## config.mk

```make
export PLATFORM = sky130hd
export DESIGN_NAME = decoder_scan_flat
export DESIGN_NICKNAME = d
export VERILOG_FILES = /design/src/rtl/decoder_scan_if.sv /design/src/rtl/decoder_scan.sv /design/src/flat_wrapper.sv
export SDC_FILE = /design/constraint.sdc
export NUM_CORES = 1
export LEC_CHECK = 0
export ABC_CLOCK_PERIOD_IN_PS = 4550
export CAP_MARGIN = 15
export CORE_MARGIN = 2
export CORE_UTILIZATION = 59
export CTS_BUF_LIST = sky130_fd_sc_hd__clkbuf_8
export CTS_CLUSTER_DIAMETER = 30
export CTS_CLUSTER_SIZE = 10
export DETAILED_ROUTE_END_ITERATION = 12
export PLACE_DENSITY = 0.86
export SETUP_SLACK_MARGIN = 0.1
export SLEW_MARGIN = 25
export SYNTH_ARGS = -nofsm -noshare
export SYNTH_HDL_FRONTEND = slang
export SYNTH_SLANG_ARGS = --single-unit
```

## constraint.sdc

```tcl
create_clock -name clk -period 4.55 [get_ports clk]
set_clock_uncertainty 0.05 [all_clocks]
set_input_delay 1.365 -clock clk [delete_from_list [all_inputs] [get_ports clk]]
set_output_delay 1.365 -clock clk [all_outputs]
set_load 0.01 [all_outputs]
```

## src/rtl/decoder_scan_if.sv

```systemverilog
// Select handshake and decoded-output bundle for decoder_scan.
interface decoder_scan_if #(
   parameter int unsigned SEL_W = 2
);
   localparam int unsigned N = 1 << SEL_W;

   logic             en;
   logic             mode;
   logic             sel_valid;
   logic [SEL_W-1:0] sel;
   logic             sel_ready;
   logic [N-1:0]     y;
   logic [SEL_W-1:0] cur;
   logic             wrap;

   modport master (
      output en, mode, sel_valid, sel,
      input  sel_ready, y, cur, wrap
   );

   modport slave (
      input  en, mode, sel_valid, sel,
      output sel_ready, y, cur, wrap
   );
endinterface

```

## src/rtl/decoder_scan.sv

```systemverilog
// Registered 1-of-2^SEL_W decoder: direct decode of a handshaked select,
// or autonomous round-robin scan with a programmable dwell per output.
module decoder_scan #(
   parameter int unsigned SEL_W      = 2,
   parameter int unsigned DWELL      = 4,
   parameter bit          ACTIVE_LOW = 1'b0
) (
   input  logic           clk,
   input  logic           rst,
   decoder_scan_if.slave  bus
);
   localparam int unsigned N      = 1 << SEL_W;
   localparam int unsigned DCNT_W = $clog2(DWELL + 1);
   localparam logic [DCNT_W-1:0] DCNT_RELOAD = DCNT_W'(DWELL - 1);
   localparam logic [N-1:0]      Y_IDLE      = {N{ACTIVE_LOW}};
   localparam logic [SEL_W-1:0]  CUR_LAST    = SEL_W'(N - 1);

   typedef enum logic [1:0] {
      IDLE   = 2'd0,
      DIRECT = 2'd1,
      SCAN   = 2'd2
   } state_t;

   state_t            state_q, state_d;
   logic [DCNT_W-1:0] dcnt_q, dcnt_d;
   logic [SEL_W-1:0]  cur_q, cur_d;
   logic [SEL_W-1:0]  cur_inc;
   logic [N-1:0]      y_q, y_d;
   logic [N-1:0]      oh_q, oh_d;
   logic              ready_q, ready_d;
   logic              wrap_q, wrap_d;
   logic              hs;

   // Polarity lives only in the output register; logic works on the one-hot form.
   assign oh_q    = y_q ^ Y_IDLE;
   assign hs      = bus.sel_valid & ready_q;
   assign cur_inc = cur_q + SEL_W'(1);

   // Next-state, next-output computation.
   always_comb begin
      state_d = state_q;
      dcnt_d  = dcnt_q;
      cur_d   = cur_q;
      oh_d    = oh_q;
      wrap_d  = 1'b0;

      case (state_q)
         IDLE: begin
            if (bus.en) begin
               if (bus.mode) begin
                  state_d = SCAN;
                  cur_d   = '0;
                  oh_d    = N'(1);
                  dcnt_d  = DCNT_RELOAD;
               end else begin
                  state_d = DIRECT;
               end
            end
         end
         DIRECT: begin
            if (!bus.en || bus.mode) begin
               state_d = IDLE;
               cur_d   = '0;
               oh_d    = '0;
               dcnt_d  = '0;
            end else if (hs) begin
               cur_d  = bus.sel;
               oh_d   = N'(1) << bus.sel;
               dcnt_d = DCNT_RELOAD;
            end else if (dcnt_q != '0) begin
               dcnt_d = dcnt_q - DCNT_W'(1);
            end
         end
         SCAN: begin
            if (!bus.en || !bus.mode) begin
               state_d = IDLE;
               cur_d   = '0;
               oh_d    = '0;
               dcnt_d  = '0;
            end else if (dcnt_q == '0) begin
               cur_d  = cur_inc;
               oh_d   = N'(1) << cur_inc;
               dcnt_d = DCNT_RELOAD;
               wrap_d = (cur_q == CUR_LAST);
            end else begin
               dcnt_d = dcnt_q - DCNT_W'(1);
            end
         end
         default: begin
            state_d = IDLE;
            cur_d   = '0;
            oh_d    = '0;
            dcnt_d  = '0;
         end
      endcase

      ready_d = (state_d == DIRECT) && (dcnt_d == '0);
      y_d     = oh_d ^ Y_IDLE;
   end

   // State and registered outputs.
   always_ff @(posedge clk or posedge rst) begin
      if (rst) begin
         state_q <= IDLE;
         dcnt_q  <= '0;
         cur_q   <= '0;
         y_q     <= Y_IDLE;
         ready_q <= 1'b0;
         wrap_q  <= 1'b0;
      end else begin
         state_q <= state_d;
         dcnt_q  <= dcnt_d;
         cur_q   <= cur_d;
         y_q     <= y_d;
         ready_q <= ready_d;
         wrap_q  <= wrap_d;
      end
   end

   assign bus.y         = y_q;
   assign bus.cur       = cur_q;
   assign bus.sel_ready = ready_q;
   assign bus.wrap      = wrap_q;
endmodule

```

## src/flat_wrapper.sv

```systemverilog
// flat-port wrapper written by rule: the top's interface ports become plain ports
module decoder_scan_flat 
#(
   parameter int unsigned SEL_W      = 2,
   parameter int unsigned DWELL      = 4,
   parameter bit          ACTIVE_LOW = 1'b0
)
  (clk, rst, bus_en, bus_mode, bus_sel_valid, bus_sel, bus_sel_ready, bus_y, bus_cur, bus_wrap);
  decoder_scan_if #(.SEL_W(SEL_W)) bus_i ();
  input  logic clk;
  input  logic rst;
  input wire logic [$bits(bus_i.en)-1:0] bus_en;
  input wire logic [$bits(bus_i.mode)-1:0] bus_mode;
  input wire logic [$bits(bus_i.sel_valid)-1:0] bus_sel_valid;
  input wire logic [$bits(bus_i.sel)-1:0] bus_sel;
  output wire logic [$bits(bus_i.sel_ready)-1:0] bus_sel_ready;
  output wire logic [$bits(bus_i.y)-1:0] bus_y;
  output wire logic [$bits(bus_i.cur)-1:0] bus_cur;
  output wire logic [$bits(bus_i.wrap)-1:0] bus_wrap;
  assign bus_i.en = bus_en;
  assign bus_i.mode = bus_mode;
  assign bus_i.sel_valid = bus_sel_valid;
  assign bus_i.sel = bus_sel;
  assign bus_sel_ready = bus_i.sel_ready;
  assign bus_y = bus_i.y;
  assign bus_cur = bus_i.cur;
  assign bus_wrap = bus_i.wrap;
  decoder_scan #(.SEL_W(SEL_W), .DWELL(DWELL), .ACTIVE_LOW(ACTIVE_LOW)) u_core (.clk(clk), .rst(rst), .bus(bus_i));
endmodule
```

# Word-level counts from Yosys, hierarchy flattened
# Index checks and enable logic that the tools add are counted.
word_totals:
  output_inout_bits: 8
  word_cells: 59
  in_bits: 7
  reg_bits: 13
classes:
  mux: 30
  n_addsub: 2
  n_reduce_logical: 10
  n_eq_ne: 8
  shifts: 2
  n_bitwise: 1
ops:
  columns: ["op", "n"]
  rows:
  - ["two-way mux 4 bit", 6]
  - ["two-way mux 3 bit", 7]
  - ["two-way mux 2 bit", 10]
  - ["case mux 2 bit (3 select lines)", 2]
  - ["case mux 4 bit (3 select lines)", 1]
  - ["case mux 3 bit (3 select lines)", 1]
  - ["<< shifter 1 x 2 -> 4 bit (first input constant)", 2]
  - ["zero test 3 bit", 2]
  - ["!= test 3 x 1 -> 1 bit (second input constant)", 2]
  - ["== test 2 x 1 -> 1 bit (second input constant)", 2]
  - ["== test 2 bit (second input constant)", 2]
  - ["!= test 2 bit (second input constant)", 2]
  - ["AND reduction 4 bit", 1]
  - ["two-way mux 1 bit", 3]
  - ["nonzero test 3 bit", 1]
  - ["subtractor 3 x 1 -> 3 bit (second input constant)", 1]
  - ["adder 2 x 1 -> 2 bit (second input constant)", 1]
  - ["zero test 1 bit", 2]
  - ["zero test 2 bit", 1]
  - ["logical OR 1 bit", 2]
  - ["AND 1 bit", 1]
  - ["logical AND 1 bit", 1]

# Logic depth before layout (Yosys ltp)
depth:
  word_depth: 7
  ltp_mapped: 9

# Worst setup path before layout
# Ideal clock, no wire load.
synth_timing:
  kind: "input port to flip-flop"
  start: "in bus_en"
  end: "reg u_core.cur_q[1] (netlist: u_core.bus.cur[1])"
  cell_stages: 6
  path_buffers: 2
  arrival_ns: 2.156
  setup_ns: 0.127
  setup_slack_ns: 2.217
  t_required_ns: 4.373
  path_cell_list: "buf_4 -> and3_1 -> buf_6 -> a22o_2 -> nand2_1 -> o21ai_0"
synth_between:
  elab_chain_len: 4
  word_cells_on_any_way: 10
  classes_between: "3 x eq/ne; 3 x mux; 4 x reduce/logical"
synth_lines:
  columns: ["element", "line", "text"]
  rows:
  - ["start: declaration", "flat_wrapper.sv:12", "input wire logic [$bits(bus_i.en)-1:0] bus_en;"]
  - ["zero test 1 bit", "decoder_scan.sv:61, decoder_scan.sv:75", null]
  - ["logical OR 1 bit, on equally long branches", "decoder_scan.sv:75, decoder_scan.sv:61", null]
  - ["!= test 3 x 1 -> 1 bit (no line), or another cell as far along", null, null]
  - ["AND reduction 4 bit (no line) or case mux 2 bit (3 select lines) (tied branches)", null, null]
  - ["end signal: assignment", "decoder_scan.sv:113", "cur_q <= cur_d;"]
  - ["end: declaration", "decoder_scan.sv:26", "logic [SEL_W-1:0] cur_q, cur_d;"]
# Parallel ways exist; a longest one is shown, timed or not.
# A chain may end at the register's enable or synchronous reset.

# Worst setup path in the final report
# Ends and elaborated chain as after synthesis.

==> impl_results.md <==
* Outcome: finished clean
* Library cell used as clock root buffer: sky130_fd_sc_hd__clkbuf_8
* Area inside the core boundary at 1520 µm²
* Synth cell types at 40
* Count of flip-flops with a built-in enable after synthesis at 0
* Clock Sinks at 13
* Final TNS setup at 0 ns
* Flip-flop and latch area at 325 µm²
* Total number of placement rows at 14
* Primary FF master, synth: sky130_fd_sc_hd__dfrtp_1
* Via count of the routed design at 761
* RSZ-0062 raised after global routing: no
* Chip Width at 44.5 µm
* Highest achievable clock rate at 344 MHz
* Number of port buffers at 14
* Crit-path max FO at 12
* Vias in the first global route at 749
* Biggest area consumer among synthesized cells: sky130_fd_sc_hd__dfrtp_1
* Pins over their slew limit at 0
* Maximum count of clock buffers along a single path at 2
* Total routing usage reported by global routing at 0.238
* Count of final hold-check violations at 0
* Synth top area cells: sky130_fd_sc_hd__dfrtp_1 (34%), sky130_fd_sc_hd__ha_1 (16%), sky130_fd_sc_hd__nand2_1 (5.4%)
* Actual slew at the worst max-slew pin at 0.557 ns
* Most frequently used cell type in the post-synthesis netlist: sky130_fd_sc_hd__nand2_1
* Data required time at the worst endpoint at 4.59 ns
* Crit share post-route at 0.640
* Post-Route Hold Slack at 0.438 ns
* Average vias per placed instance at 5.81
* Antenna Cells at 0
* Global placer's final weighted congestion at 0.835
* Total nets after synthesis at 120
* FF+latch count, synth at 13
* Signal arrival time at the worst endpoint at 2.95 ns
* Number of top-level pins at 15
* Deepest level of the CTS H-tree at 1
* Total DRC errors in the routed layout at 0
* Maximum number of pins on one net before global-route repair at 14
* HPWL reported at the end of detailed placement at 1470 µm
* P per Cell Area at 519 nW/µm²
* Total Die Area at 1980 µm²
* Critical Path Source Type: input port
* Leak at 0.510 nW
* TritonCTS clock tree: yes
* Ys async rst share at 1.00
* Global-route congestion overflow total at 0
* Final setup violation count at 0
* Nature of the critical path endpoint: flip-flop
* Layout cell share with drive strength beyond 1 at 0.139
* Synth-to-layout area growth at 17.7%
* Total of max-cap violations at 0
* Initial antenna violation count at 0
* Post-synth top area share at 0.337
* Fin nets at 135
* Tmin final at 2.91 ns
* Yosys synthesis warning count at 0
* Worst setup path class: input port to flip-flop
* Most common library cells after synthesis: sky130_fd_sc_hd__nand2_1 (14), sky130_fd_sc_hd__dfrtp_1 (13), sky130_fd_sc_hd__ha_1 (12), sky130_fd_sc_hd__inv_1 (7), sky130_fd_sc_hd__a21oi_1 (5)
* Routed WL at 2030 µm
* Worst-case vdd ir drop at 0.391 mV
* Number of filler instances in the final layout at 116
* Worst rel slew slack at 0.629
* Syn_area_per_cell at 9.56 µm²
* Syn Std Cell Area at 966 µm²
* Post-Syn Instances at 101
* End-of-flow core utilization at 0.746
* Sequential element share of the synthesized area at 0.337
* Total placed instance area at 1090 µm²
* Clock Latency Late Sink at 0.24 ns
* Post-route cell area at 1140 µm²
* Clock transition at the register clock pins on the worst setup and hold paths after CTS at 0.06 ns
* Die Y at 44.5 µm
* Starting Density at 0.634
* Area of the multi-input gates at 577 µm²
* Number of buffers inserted for hold repair after clock tree synthesis at 0
* Worst hold-check path type: flip-flop to flip-flop
* Final routed wire length divided by cell count at 15.5 µm
* Gates resized, CTS repair at 0
* Post-route ant nets at 0
* Iteration-0 DRC count of the detailed router at 26
* Total CTS buffers at 3
* Wire length of the first global-routing pass at 3370 µm
* Number of detailed-routing iterations run before antenna repair at 4
* Postcts setup bufs at 0
## registers in the layout, summed over array words and instances, names as in the netlist
signal,count
u_core.bus.sel_ready,1
u_core.bus.cur,2
u_core.dcnt_q,3
u_core.state_q,2
u_core.bus.y,4
u_core.bus.wrap,1
## per-layer routing
layer  global-route usage  up-vias  share of wire
met2                0.374       18           0.49
met3               0.0367        2          0.036
met5                    0        -              0
met4               0.0788        0         0.0069
met1                0.331      356           0.47
li1                     -      385              -
## critical path: stages
cell,delay (ns)
sky130_fd_sc_hd__clkdlybuf4s50_1,0.64
sky130_fd_sc_hd__nand3b_1,0.24
sky130_fd_sc_hd__o221ai_2,0.52
sky130_fd_sc_hd__o21ai_0,0.19
## logic make-up (layout without fill, tap and decap cells)
logic type / count (synthesis) / in the layout / share of synthesized area
simple gates: 35 / 35 / 0.193
fa+ha+maj: 12 / 12 / 0.155
buf+inv: 12 / 26 / 0.0661
flops: 13 / 13 / 0.337
compound gates: 28 / 28 / 0.238
mux: 1 / 1 / 0.0104
## layout by cell type (no fill, tap or decap), types with 2 or more instances in the layout
master	Yosys	routed
sky130_fd_sc_hd__a21oi_1	5	5
sky130_fd_sc_hd__a31oi_1	2	2
sky130_fd_sc_hd__clkbuf_8	0	3
sky130_fd_sc_hd__clkdlybuf4s50_1	0	14
sky130_fd_sc_hd__dfrtp_1	13	13
sky130_fd_sc_hd__ha_1	12	12
sky130_fd_sc_hd__inv_1	7	8
sky130_fd_sc_hd__nand2_1	14	14
sky130_fd_sc_hd__nand3_1	4	4
sky130_fd_sc_hd__nand3b_1	3	3
sky130_fd_sc_hd__nor2_1	4	4
sky130_fd_sc_hd__o21ai_0	2	2
sky130_fd_sc_hd__o21ai_1	3	3
sky130_fd_sc_hd__o31ai_1	2	2
sky130_fd_sc_hd__o31ai_2	2	2
## cell type report
cell class	instances	share of cell area
clock inverters	1	0.00330
flip-flops and latches	13	0.286
inverters	8	0.0264
well taps	16	0.0176
repair buffers	14	0.123
multi-input cells	76	0.507
clock buffers	3	0.0363
## power by group
group	total, mW	switching, mW	internal, mW
registers	0.176	0.0278	0.148
clock network	0.102	0.0423	0.0596
logic	0.312	0.179	0.133
total	0.590	0.249	0.341
## stage by stage
step	setup WS (ns)	total power, mW	std cells
3_5_place_dp	1.41	0.485	127
3_3_place_gp	1.48	0.476	127
5_1_grt	1.45	0.636	131
4_1_cts	1.64	0.591	131
2_1_floorplan	2.22	0.408	101
6_report	1.64	0.590	131
## path summary, 6_finish.rpt
check                                                  from                             end  slack, ns  depth (start not counted)
worst max-delay path                                 bus_en   u_core.bus.cur[1]$_DFFE_PP0P_       1.64                          4
worst min-delay path            u_core.bus.y[3]$_DFFE_PP0P_     u_core.bus.y[3]$_DFFE_PP0P_       0.44                          2
worst max register to register   u_core.dcnt_q[0]$_DFF_PP0_  u_core.bus.sel_ready$_DFF_PP0_       2.65                          9
worst min register to register  u_core.bus.y[3]$_DFFE_PP0P_     u_core.bus.y[3]$_DFFE_PP0P_       0.44                          2
max in group asynchronous                               rst     u_core.bus.y[3]$_DFFE_PP0P_       2.71                          2
min in group asynchronous                               rst      u_core.dcnt_q[0]$_DFF_PP0_       1.40                          2
No activity file was read; power rests on OpenSTA's default activity.
==> patch, RTL diff (same settings) <==
Re-encode `state_t` (3 states) as one-hot, 3 bits wide.
--- a/src/rtl/decoder_scan.sv
+++ b/src/rtl/decoder_scan.sv
@@ -17,6 +17,6 @@
 
-   typedef enum logic [1:0] {
-      IDLE   = 2'd0,
-      DIRECT = 2'd1,
-      SCAN   = 2'd2
+   typedef enum logic [2:0] {
+      IDLE   = 3'b001,
+      DIRECT = 3'b010,
+      SCAN   = 3'b100
    } state_t;
Formal check against the unedited RTL: no difference found for any inputs over 10 cycles, from zero or initial values and one cycle with rst high; not proved beyond that.
==> patch against the original RTL <==
  * Cell area down 3.9%
  * Routed wire length fell by 14%
  * Largest cell class unchanged
  * Critical endpoint is now u_core.bus.y[2]
  * Sequential cell count is 1 higher
  * Synthesized area fell by 7.4%
  * Setup slack got worse by 140 ps
  * Die area is 6.7% lower
Power is not compared: it rests on default switching activity, and its combinational part moved more than twofold at a synthesized area within 25%.
==> patch: results (changes against the original RTL) <==
Detailed routing
  – Overall routed net length: 1.75 mm (was 2.03 mm)
  – First drt pass iteration count: 4 (unchanged)
  – Routed vias/inst: 5.99 (was 5.81)
  – Initial drt markers: 25 (was 26)

Placement
  – Placed cell area: 1040 µm² (was 1090 µm²)
  – Port Buffers: 14 (unchanged)
  – DP HPWL: 1.31 mm (was 1.47 mm)
  – Routability Congestion: 0.803 (was 0.835)

GRT
  – First-pass GRT wire length: 2.96 mm (was 3.37 mm)
  – Global Route Usage Sum: 22.0% (was 23.8%)
  – Largest net degree at the start of global routing: 15 (was 14)
  – Initial antenna violation count: 0 (unchanged)
  – Vias in the first global route: 677 (was 749)

Power
  – Worst VDD drop: about 0.00025 V
  – Int Power: approximately 0.26 mW

Synth
  – Post-synthesis sequential area ratio: 39.3% (was 33.7%)
  – Count of cell types in the netlist: 35 (was 40)
  – Async SR Flop Fraction: 100% (unchanged)
  – Syn Nets: 100 (was 120)
  – Synth area leaders: dfrtp_1 36%, ha_1 11%, mux2_4 8.4%, nand2_1 4.6%, inv_1 3.4% (was dfrtp_1 34%, ha_1 16%, nand2_1 5.4%, inv_1 2.7%, a21oi_1 2.6%)
  – Synth warn: 0 (unchanged)
  – Most common library cells after synthesis: 13 x dfrtp_1, 11 x nand2_1, 8 x ha_1, 8 x inv_1, 5 x mux2_4 (was 14 x nand2_1, 13 x dfrtp_1, 12 x ha_1)

Hold path
  – Worst Hold Class: reg -> reg (unchanged)

Final layout
  – Fill count: 114 (was 116)
  – Ant. Diodes: 0 (unchanged)
  – Final #Nets: 117 (was 135)
  – Layout cell share with drive strength beyond 1: 15.8% (was 13.9%)

Critical path
  – Top delay family on crit path: simple AND/OR/NAND/NOR gates (was compound AO/OA/AOI/OAI gates)
  – Slowest stage cell, crit path: clkdlybuf4s50_1 (unchanged)
  – Worst-path fanout max: 7 (was 12)
  – Largest stage delay, worst path: 540 ps (was 640 ps)

Timing
  – Slew headroom: 51.0% (was 62.9%)

Clocking
  – Clock Path Buffers: 2 (unchanged)
  – Insertion delay to the later sink of the worst-skew pair: 250 ps
  – CTS HTree Levels: 1 (unchanged)
  – Reg clk slew, reported paths: 60 ps (about the same)
  – Post-CTS Setup Bufs: 0 (unchanged)

Run status
  – Outcome: complete, no violations (unchanged)
## patch: changes by cell type after synthesis, moves of 3 or more
cell     change
ha_1         -4
nand2_1      -3
mux2_4       +5
o21ai_1      -3
nand3_1      -3
## patch: kinds of logic after synthesis
logic type / after synthesis / share of synthesized area [%]
and+or+nand+nor: 28 / 17.5
AOI/OAI and AO/OA: 17 / 15.2
DFF: 14 / 39.3
buffers and inverters: 10 / 5.17
adders and majority gates: 8 / 11.2
muxes: 7 / 10.6
xor gates and xnor gates: 1 / 0.979
## patch: final cells by class
type                            count  area, µm²  share of cell area (%)
Multi-Input combinational cell     61        497                    45.4
Sequential cell                    14        352                    32.2
Clock buffer                        4       55.1                    5.03
Inverter                            8       30.0                    2.75
Timing Repair Buffer               14        140                    12.8
Tap cell                           16       20.0                    1.83
## patch: power groups by stage
stage          Combinational (mW)  Clock, mW  Sequential [mW]
2_1_floorplan              0.0737          0            0.148
3_5_place_dp                0.101          0            0.149
3_3_place_gp               0.0994          0            0.148
4_1_cts                     0.104      0.123            0.147
6_report                    0.103      0.122            0.147
5_1_grt                     0.113      0.129            0.149
## patch: per-stage QoR
stage	cells	hold WS [ps]	setup WS (ps)	power (mW)
global placement	113	448	1320	0.248
finish	117	460	1500	0.372
floorplan	85	473	1910	0.222
detailed placement	113	453	1240	0.250
CTS	117	466	1510	0.374
global route	117	473	1360	0.391
## patch: path summary, 6_finish.rpt
| path | startpoint | slack (ps) | endpoint | cells after the start |
|---|---|---|---|---|
| worst max-delay path | bus_mode | 1500 | u_core.bus.y[2] | 5 |
| worst min-delay path | u_core.bus.y[0] | 460 | u_core.bus.y[0] | 1 |
| worst max register to register | u_core.dcnt_q[0] | 2400 | u_core.bus.sel_ready | 8 |
| worst min register to register | u_core.bus.y[0] | 460 | u_core.bus.y[0] | 1 |
| max in group asynchronous | rst | 2690 | u_core.state_q[0] | 2 |
| min in group asynchronous | rst | 1400 | u_core.bus.cur[1] | 2 |
## patch: per-layer routing
layer	share of wire (%)	vias to the layer above	GRT usage (%)	wire length, µm
met1	44	331	26.4	762
met4	3.5	0	10.9	61
met2	49	29	37.6	851
li1	-	332	-	-
met5	0	-	0	0
met3	4.3	9	3.83	75
